### src/rtl/miss_fill_if.sv
`default_nettype none
// ============================================================================
//  Module   : miss_fill_if
//  Brief    : Bundles the lookup-side miss handshake, the next-level memory
//             request/response port and the data/tag array write port used
//             by miss_fill_ctrl.
//             master = fill controller, slave = surrounding cache/memory.
//  Revision : 1.0  initial release
// ============================================================================
interface miss_fill_if #(
  parameter int N_WAYS     = 2,
  parameter int TAG_BITS   = 21,
  parameter int N_POW      = 4,
  parameter int SET_BITS   = 4,
  parameter int LINE_WORDS = 4,
  parameter int DATA_BITS  = 32
);
  localparam int c_WORD_BITS = $clog2(LINE_WORDS) + 1;

  // lookup stage
  logic                   miss_valid;
  logic                   miss_ready;
  logic [TAG_BITS-1:0]    miss_tag;
  logic [SET_BITS-1:0]    miss_set;
  logic [N_WAYS-1:0]      set_empty;
  // next-level memory
  logic                   mem_req_valid;
  logic                   mem_req_ready;
  logic [TAG_BITS-1:0]    mem_req_tag;
  logic [SET_BITS-1:0]    mem_req_set;
  logic                   mem_rsp_valid;
  logic [DATA_BITS-1:0]   mem_rsp_data;
  // data / tag array write port
  logic                   fill_we;
  logic [N_POW-1:0]       fill_way;
  logic [SET_BITS-1:0]    fill_set;
  logic [c_WORD_BITS-1:0] fill_word;
  logic [DATA_BITS-1:0]   fill_data;
  logic                   tag_we;
  logic [TAG_BITS-1:0]    tag_wdata;
  logic                   tag_wvalid;
  logic                   fill_done;

  modport master (
    input  miss_valid, miss_tag, miss_set, set_empty,
           mem_req_ready, mem_rsp_valid, mem_rsp_data,
    output miss_ready, mem_req_valid, mem_req_tag, mem_req_set,
           fill_we, fill_way, fill_set, fill_word, fill_data,
           tag_we, tag_wdata, tag_wvalid, fill_done
  );

  modport slave (
    output miss_valid, miss_tag, miss_set, set_empty,
           mem_req_ready, mem_rsp_valid, mem_rsp_data,
    input  miss_ready, mem_req_valid, mem_req_tag, mem_req_set,
           fill_we, fill_way, fill_set, fill_word, fill_data,
           tag_we, tag_wdata, tag_wvalid, fill_done
  );
endinterface
`default_nettype wire

### src/rtl/miss_fill_ctrl.sv
`default_nettype none
// ============================================================================
//  Module   : miss_fill_ctrl
//  Brief    : Miss handler on the write side of the tag path. Picks a victim
//             way, invalidates it, fetches the line beat by beat into the data
//             array, then commits the new tag as valid. One miss at a time.
//             Build option RR_PER_SET_EN: one round-robin pointer per set
//             instead of a single global pointer.
//  Revision : 1.0  initial release
// ============================================================================
module miss_fill_ctrl #(
  parameter int N_WAYS     = 2,
  parameter int TAG_BITS   = 21,
  parameter int N_POW      = 4,
  parameter int SET_BITS   = 4,
  parameter int LINE_WORDS = 4,
  parameter int DATA_BITS  = 32
) (
  input  wire logic    clk,
  input  wire logic    rst,
  miss_fill_if.master  bus
);
  localparam int                   c_WORD_BITS = $clog2(LINE_WORDS) + 1;
  localparam int                   c_SETS      = 2 ** SET_BITS;
  localparam logic [c_WORD_BITS-1:0] c_LAST_BEAT = c_WORD_BITS'(LINE_WORDS - 1);
  localparam logic [N_POW-1:0]       c_LAST_WAY  = N_POW'(N_WAYS - 1);

  typedef enum logic [2:0] {
    S_IDLE   = 3'd0,
    S_INVAL  = 3'd1,
    S_REQ    = 3'd2,
    S_BEAT   = 3'd3,
    S_COMMIT = 3'd4
  } state_t;

  state_t                 r_state;
  state_t                 w_next;
  logic [TAG_BITS-1:0]    r_tag;
  logic [SET_BITS-1:0]    r_set;
  logic [N_POW-1:0]       r_way;
  logic                   r_repl;
  logic [c_WORD_BITS-1:0] r_cnt;
  logic [N_POW-1:0]       w_ptr_sel;     // pointer of the set being looked up
  logic [N_POW-1:0]       w_ptr_commit;  // pointer of the set being filled
  logic [N_POW-1:0]       w_ptr_next;
  logic [N_POW-1:0]       w_victim;
  logic                   w_any_empty;
  logic                   w_accept;
  logic                   w_last_beat;

  assign w_accept    = (r_state == S_IDLE) && bus.miss_valid;
  assign w_last_beat = (r_state == S_BEAT) && bus.mem_rsp_valid && (r_cnt == c_LAST_BEAT);
  assign w_ptr_next  = (w_ptr_commit == c_LAST_WAY) ? '0 : w_ptr_commit + 1'b1;

  // Victim: lowest-index empty way, otherwise the replacement pointer
  always_comb begin
    w_victim    = w_ptr_sel;
    w_any_empty = |bus.set_empty;
    for (int i = N_WAYS - 1; i >= 0; i--) begin
      if (bus.set_empty[i]) w_victim = N_POW'(i);
    end
  end

`ifdef RR_PER_SET_EN
  logic [N_POW-1:0] r_ptr [c_SETS];
  assign w_ptr_sel    = r_ptr[bus.miss_set];
  assign w_ptr_commit = r_ptr[r_set];

  // Per-set round-robin pointers, advanced only by commits that replaced a line
  always_ff @(posedge clk) begin
    if (rst) begin
      for (int s = 0; s < c_SETS; s++) r_ptr[s] <= '0;
    end else if (r_state == S_COMMIT && r_repl) begin
      r_ptr[r_set] <= w_ptr_next;
    end
  end
`else
  logic [N_POW-1:0] r_ptr;
  assign w_ptr_sel    = r_ptr;
  assign w_ptr_commit = r_ptr;

  // Single round-robin pointer shared by every set
  always_ff @(posedge clk) begin
    if (rst) begin
      r_ptr <= '0;
    end else if (r_state == S_COMMIT && r_repl) begin
      r_ptr <= w_ptr_next;
    end
  end
`endif

  // FSM state register
  always_ff @(posedge clk) begin
    if (rst) r_state <= S_IDLE;
    else     r_state <= w_next;
  end

  // Miss capture and beat counter; reset drops any partial fill
  always_ff @(posedge clk) begin
    if (rst) begin
      r_tag  <= '0;
      r_set  <= '0;
      r_way  <= '0;
      r_repl <= 1'b0;
      r_cnt  <= '0;
    end else begin
      if (w_accept) begin
        r_tag  <= bus.miss_tag;
        r_set  <= bus.miss_set;
        r_way  <= w_victim;
        r_repl <= ~w_any_empty;
      end
      if (r_state == S_BEAT && bus.mem_rsp_valid) begin
        r_cnt <= w_last_beat ? '0 : r_cnt + 1'b1;
      end
    end
  end

  // Next-state and strobes; tag and data strobes live in disjoint states
  always_comb begin
    w_next            = r_state;
    bus.miss_ready    = 1'b0;
    bus.mem_req_valid = 1'b0;
    bus.fill_we       = 1'b0;
    bus.tag_we        = 1'b0;
    bus.tag_wvalid    = 1'b0;
    bus.fill_done     = 1'b0;
    case (r_state)
      S_IDLE: begin
        bus.miss_ready = 1'b1;
        if (bus.miss_valid) w_next = S_INVAL;
      end
      S_INVAL: begin
        bus.tag_we = 1'b1;
        w_next     = S_REQ;
      end
      S_REQ: begin
        bus.mem_req_valid = 1'b1;
        if (bus.mem_req_ready) w_next = S_BEAT;
      end
      S_BEAT: begin
        bus.fill_we = bus.mem_rsp_valid;
        if (w_last_beat) w_next = S_COMMIT;
      end
      S_COMMIT: begin
        bus.tag_we     = 1'b1;
        bus.tag_wvalid = 1'b1;
        bus.fill_done  = 1'b1;
        w_next         = S_IDLE;
      end
      default: w_next = S_IDLE;
    endcase
  end

  assign bus.mem_req_tag = r_tag;
  assign bus.mem_req_set = r_set;
  assign bus.fill_way    = r_way;
  assign bus.fill_set    = r_set;
  assign bus.fill_word   = r_cnt;
  assign bus.fill_data   = bus.mem_rsp_data;
  assign bus.tag_wdata   = r_tag;

endmodule
`default_nettype wire
### src/flat_wrapper.sv
// flat-port wrapper written by rule: the top's interface ports become plain ports
module miss_fill_ctrl_flat 
#(
  parameter int N_WAYS     = 2,
  parameter int TAG_BITS   = 21,
  parameter int N_POW      = 4,
  parameter int SET_BITS   = 4,
  parameter int LINE_WORDS = 4,
  parameter int DATA_BITS  = 32
)
  (clk, rst, bus_miss_valid, bus_miss_tag, bus_miss_set, bus_set_empty, bus_mem_req_ready, bus_mem_rsp_valid, bus_mem_rsp_data, bus_miss_ready, bus_mem_req_valid, bus_mem_req_tag, bus_mem_req_set, bus_fill_we, bus_fill_way, bus_fill_set, bus_fill_word, bus_fill_data, bus_tag_we, bus_tag_wdata, bus_tag_wvalid, bus_fill_done);
  miss_fill_if #(.N_WAYS(N_WAYS), .TAG_BITS(TAG_BITS), .N_POW(N_POW), .SET_BITS(SET_BITS), .LINE_WORDS(LINE_WORDS), .DATA_BITS(DATA_BITS)) bus_i ();
  input  wire logic clk;
  input  wire logic rst;
  input wire logic [$bits(bus_i.miss_valid)-1:0] bus_miss_valid;
  input wire logic [$bits(bus_i.miss_tag)-1:0] bus_miss_tag;
  input wire logic [$bits(bus_i.miss_set)-1:0] bus_miss_set;
  input wire logic [$bits(bus_i.set_empty)-1:0] bus_set_empty;
  input wire logic [$bits(bus_i.mem_req_ready)-1:0] bus_mem_req_ready;
  input wire logic [$bits(bus_i.mem_rsp_valid)-1:0] bus_mem_rsp_valid;
  input wire logic [$bits(bus_i.mem_rsp_data)-1:0] bus_mem_rsp_data;
  output wire logic [$bits(bus_i.miss_ready)-1:0] bus_miss_ready;
  output wire logic [$bits(bus_i.mem_req_valid)-1:0] bus_mem_req_valid;
  output wire logic [$bits(bus_i.mem_req_tag)-1:0] bus_mem_req_tag;
  output wire logic [$bits(bus_i.mem_req_set)-1:0] bus_mem_req_set;
  output wire logic [$bits(bus_i.fill_we)-1:0] bus_fill_we;
  output wire logic [$bits(bus_i.fill_way)-1:0] bus_fill_way;
  output wire logic [$bits(bus_i.fill_set)-1:0] bus_fill_set;
  output wire logic [$bits(bus_i.fill_word)-1:0] bus_fill_word;
  output wire logic [$bits(bus_i.fill_data)-1:0] bus_fill_data;
  output wire logic [$bits(bus_i.tag_we)-1:0] bus_tag_we;
  output wire logic [$bits(bus_i.tag_wdata)-1:0] bus_tag_wdata;
  output wire logic [$bits(bus_i.tag_wvalid)-1:0] bus_tag_wvalid;
  output wire logic [$bits(bus_i.fill_done)-1:0] bus_fill_done;
  assign bus_i.miss_valid = bus_miss_valid;
  assign bus_i.miss_tag = bus_miss_tag;
  assign bus_i.miss_set = bus_miss_set;
  assign bus_i.set_empty = bus_set_empty;
  assign bus_i.mem_req_ready = bus_mem_req_ready;
  assign bus_i.mem_rsp_valid = bus_mem_rsp_valid;
  assign bus_i.mem_rsp_data = bus_mem_rsp_data;
  assign bus_miss_ready = bus_i.miss_ready;
  assign bus_mem_req_valid = bus_i.mem_req_valid;
  assign bus_mem_req_tag = bus_i.mem_req_tag;
  assign bus_mem_req_set = bus_i.mem_req_set;
  assign bus_fill_we = bus_i.fill_we;
  assign bus_fill_way = bus_i.fill_way;
  assign bus_fill_set = bus_i.fill_set;
  assign bus_fill_word = bus_i.fill_word;
  assign bus_fill_data = bus_i.fill_data;
  assign bus_tag_we = bus_i.tag_we;
  assign bus_tag_wdata = bus_i.tag_wdata;
  assign bus_tag_wvalid = bus_i.tag_wvalid;
  assign bus_fill_done = bus_i.fill_done;
  miss_fill_ctrl #(.N_WAYS(N_WAYS), .TAG_BITS(TAG_BITS), .N_POW(N_POW), .SET_BITS(SET_BITS), .LINE_WORDS(LINE_WORDS), .DATA_BITS(DATA_BITS)) u_core (.clk(clk), .rst(rst), .bus(bus_i));
endmodule
### config.mk
export PLATFORM = sky130hd
export DESIGN_NAME = miss_fill_ctrl_flat
export DESIGN_NICKNAME = d
export VERILOG_FILES = /design/src/rtl/miss_fill_if.sv /design/src/rtl/miss_fill_ctrl.sv /design/src/flat_wrapper.sv
export SDC_FILE = /design/constraint.sdc
export NUM_CORES = 1
export LEC_CHECK = 0
export ABC_AREA = 1
export CAP_MARGIN = 5
export CORE_ASPECT_RATIO = 0.7
export CORE_UTILIZATION = 36
export CTS_CLUSTER_SIZE = 20
export DETAILED_ROUTE_END_ITERATION = 10
export MAX_ROUTING_LAYER = met4
export PLACE_DENSITY = 0.86
export SLEW_MARGIN = 25
export SYNTH_ARGS = -nofsm -noshare
export SYNTH_HDL_FRONTEND = slang
export SYNTH_SLANG_ARGS = --single-unit
### constraint.sdc
create_clock -name clk -period 2.45 [get_ports clk]
set_input_delay 0.3675 -clock clk [delete_from_list [all_inputs] [get_ports clk]]
set_output_delay 0.3675 -clock clk [all_outputs]
set_load 0.01 [all_outputs]
==> impl_metrics.csv <==
group,metric,value,unit
pwr,p_per_area,723,nW/um2
route,routed_wl,5030,um
yosys,syn_avg_cell_area,7.49,um2
hold_path,worstHoldEndpoint,"u_core.bus.fill_way[1]$_SDFFE_PP0P_",
route,vias_per_cell,4.60,
run_status,status,"complete, no violations",
route,routedWlPerCell,13.2,um
hold_path,holdCritPathClass,"reg -> reg",
grt,grt_max_degree,30,
placed_design,dp.cells,373,
cts,cts_tree,"built",
yosys,synthXorXnorAreaFrac,0.431,%
cts,cts-root-buf,"clkbuf_8",
sta,hold_viol_final,0,
setup_path,regToRegSetupSlack,1.00,ns
yosys,syn_nets,337,
floorplan,rows,22,
hold_path,whs_path_depth,2,
cells_and_area,instances_no_fill,381,
setup_path,worst_ep_required_time,2.08,ns
sta,rsz0062_at_grt,"false",
placed_design,place_hpwl,3710,um
yosys,ys.flop_type,"dfxtp_1",
floorplan,pin_count,159,
setup_path,path_cells,"nand2_1, nor2_1, nand2_1, inv_1, clkdlybuf4s50_1",
yosys,synth_async_sr_flop_share,0,%
hold_path,min-delay-start,"u_core.bus.fill_way[1]$_SDFFE_PP0P_",
grt,overflow,0,
floorplan,coreArea,5340,um2
sta,fin_ws,0.301,ns
pwr,p_leak,1.09,nW
sta,skew,0.00942,ns
setup_path,reg2regPathDepth,6,
cts,cts.sinks,40,
setup_path,start_kind,"flop",
sta,worst_pin_slew,0.614,ns
yosys,synth_simple_gate_area_share,21.6,%
cts,cts-resized-gates,0,
route,wl_met1,2150,um
yosys,syn_area,2030,um2
sta,finalMaxSlewViolations,0,
route,drc,0,
sta,finalSetupViolations,0,
grt,grt_pass1_wl,8090,um
sta,period_share,87.7,%
cts,clk_pin_slew,0.08,ns
cts,cts_inserted_buffers,5,
cells_and_area,design_area,2720,um2
floorplan,start_util,38.0,%
cts,clk-insertion-delay-late,0.29,ns
setup_path,path_max_fanout,5,
yosys,ys_ff_latch,40,
grt,grt_usage,17.9,%
sta,slew_headroom,58.9,%
cts,htreeDepth,2,
route,drtIter0Drc,99,
placed_design,port_buffers,94,
route,vias,1751,
route,dr_wl_met3,462,um
sta,fin_setup_tns,0,ns
yosys,synth_mux_area_share,0,%
yosys,synth_area_leaders,"dfxtp_1, buf_4, nor2_1, o21ai_0, nand2_1",
run,cap_violations,0,
setup_path,cp-end-kind,"output port",
floorplan,die_area,5950,um2
cells_and_area,n_antenna_cell,0,
grt,antenna_found_initial,0,
floorplan,fp.dieW,91.8,um
yosys,synth_top_cell_by_area,"dfxtp_1",
pwr,peakVddDrop,306,uV
cells_and_area,post-route-util,51.0,%
setup_path,worst_path_most_repeated_cell,"nand2_1",
placed_design,gp_congestion,0.791,
cells_and_area,area_growth,34.1,%
yosys,yosys.area.top_type_share,39.4,%
route,ant_nets,0,
placed_design,placed_cell_area,2600,um2
setup_path,rr_startpoint,"u_core.r_state[0]$_SDFFE_PP0P_",
yosys,synth_compound_area_share,10.3,%
sta,max_freq,465,MHz
yosys,synth_cell_types,22,
cts,post_cts_buffers,0,
floorplan,die_h,64.8,um
cells_and_area,fillers,517,
setup_path,critPathMaxStageDelay,0.55,ns
setup_path,arrival,1.78,ns
route,routed.top_layer,"met4",
setup_path,reg2reg_to,"u_core.bus.mem_req_tag[10]$_SDFFE_PP0P_",
cts,hold_buffers,0,
yosys,synth_seq_area_share,39.4,%
sta,fin_crit,2.15,ns
cts,clockBufferDepth,2,
yosys,ys_top_cells_by_count,"nor2_1, buf_4, dfxtp_1, o21ai_0, nand2_1",
grt,grt_pass1_vias,1718,
placed_design,dp_slack,0.418,ns
cells_and_area,drive_above_1_share,6.80,%
setup_path,path_class,"reg -> out",
route,dr.pass1.iters,4,
yosys,synth_edf_count,0,
yosys,synthAdderAreaFrac,1.23,%
yosys,yosysMostFrequentCell,"nor2_1",
yosys,synth_top_family_by_area,"buffers and inverters",
cells_and_area,nets,374,
yosys,synth_warnings,0,
setup_path,cp_slowest_cell,"clkdlybuf4s50_1",
route,routed-wl-met2,2310,um
yosys,syn_inst,271,
-- layer usage --
layer	track usage, %	vias to the layer above
met5	-	-
met2	29.7	101
met1	19.9	768
li1	-	867
met3	6.34	15
met4	6.84	0
-- cells by family after synthesis --
family | count (synthesis)
and+or+nand+nor | 105
buffers and inverters | 82
AOI/OAI and AO/OA | 41
DFF | 40
adders and majority gates | 2
xor gates and xnor gates | 1
-- worst max-delay path by stage --
stage	from	to	depth (start not counted)
after floorplan	u_core.r_state[0]$_SDFFE_PP0P_	u_core.bus.mem_req_tag[10]$_SDFFE_PP0P_	8
after global placement	bus_mem_rsp_valid	bus_fill_we	4
after detailed placement	bus_mem_rsp_valid	bus_fill_we	4
after CTS	u_core.r_state[0]$_SDFFE_PP0P_	bus_fill_we	5
after global routing	u_core.r_state[0]$_SDFFE_PP0P_	bus_fill_we	5
final	u_core.r_state[0]$_SDFFE_PP0P_	bus_fill_we	5
-- layout by cell type (no fill, tap or decap), types with 2 or more instances in the layout --
| cell | n |
|---|---|
| nand2_2 | 2 |
| clkbuf_8 | 7 |
| ha_1 | 2 |
| o21ai_0 | 30 |
| nor3_1 | 2 |
| dfxtp_1 | 40 |
| clkdlybuf4s50_1 | 94 |
| inv_1 | 13 |
| nand2_1 | 24 |
| buf_4 | 4 |
| nor2_2 | 5 |
| nand3_1 | 9 |
| nor2_1 | 60 |
| a21oi_1 | 9 |
-- stage by stage --
stage / hold WS (ns) / total power, mW
2_1_floorplan: 0.453 / 1.17
3_3_place_gp: 0.454 / 1.39
3_5_place_dp: 0.463 / 1.40
4_1_cts: 0.481 / 2.00
5_1_grt: 0.502 / 2.09
6_report: 0.476 / 1.97
-- sequential cells by signal, indices dropped and copies added (netlist names) --
signal                  flops
u_core.r_repl               1
u_core.r_state              3
u_core.bus.fill_way         4
u_core.bus.fill_word        3
u_core.r_ptr                4
u_core.bus.mem_req_tag     21
u_core.bus.fill_set         4
-- cell type report --
class / instances / area, um2 / share of cell area, %
timing repair buffer: 98 / 971 / 35.7
sequential: 40 / 801 / 29.4
multi-input combinational: 149 / 682 / 25.0
clock buffer: 7 / 96.3 / 3.54
tap: 72 / 90.1 / 3.31
inverter: 14 / 52.6 / 1.93
clock inverter: 1 / 30.0 / 1.10
-- critical path, delay by kind of cell, from the launching register on --
| family | cells | cell delay (ns) |
|---|---|---|
| buf+inv | 2 | 0.70 |
| flops | 1 | 0.43 |
| simple gates | 3 | 0.36 |
-- power breakdown --
group          internal (mW)  switching [mW]
Combinational          0.331           0.268
Clock                  0.359           0.225
Sequential             0.725          0.0599
Note: power is estimated with default switching activity, not from simulation.
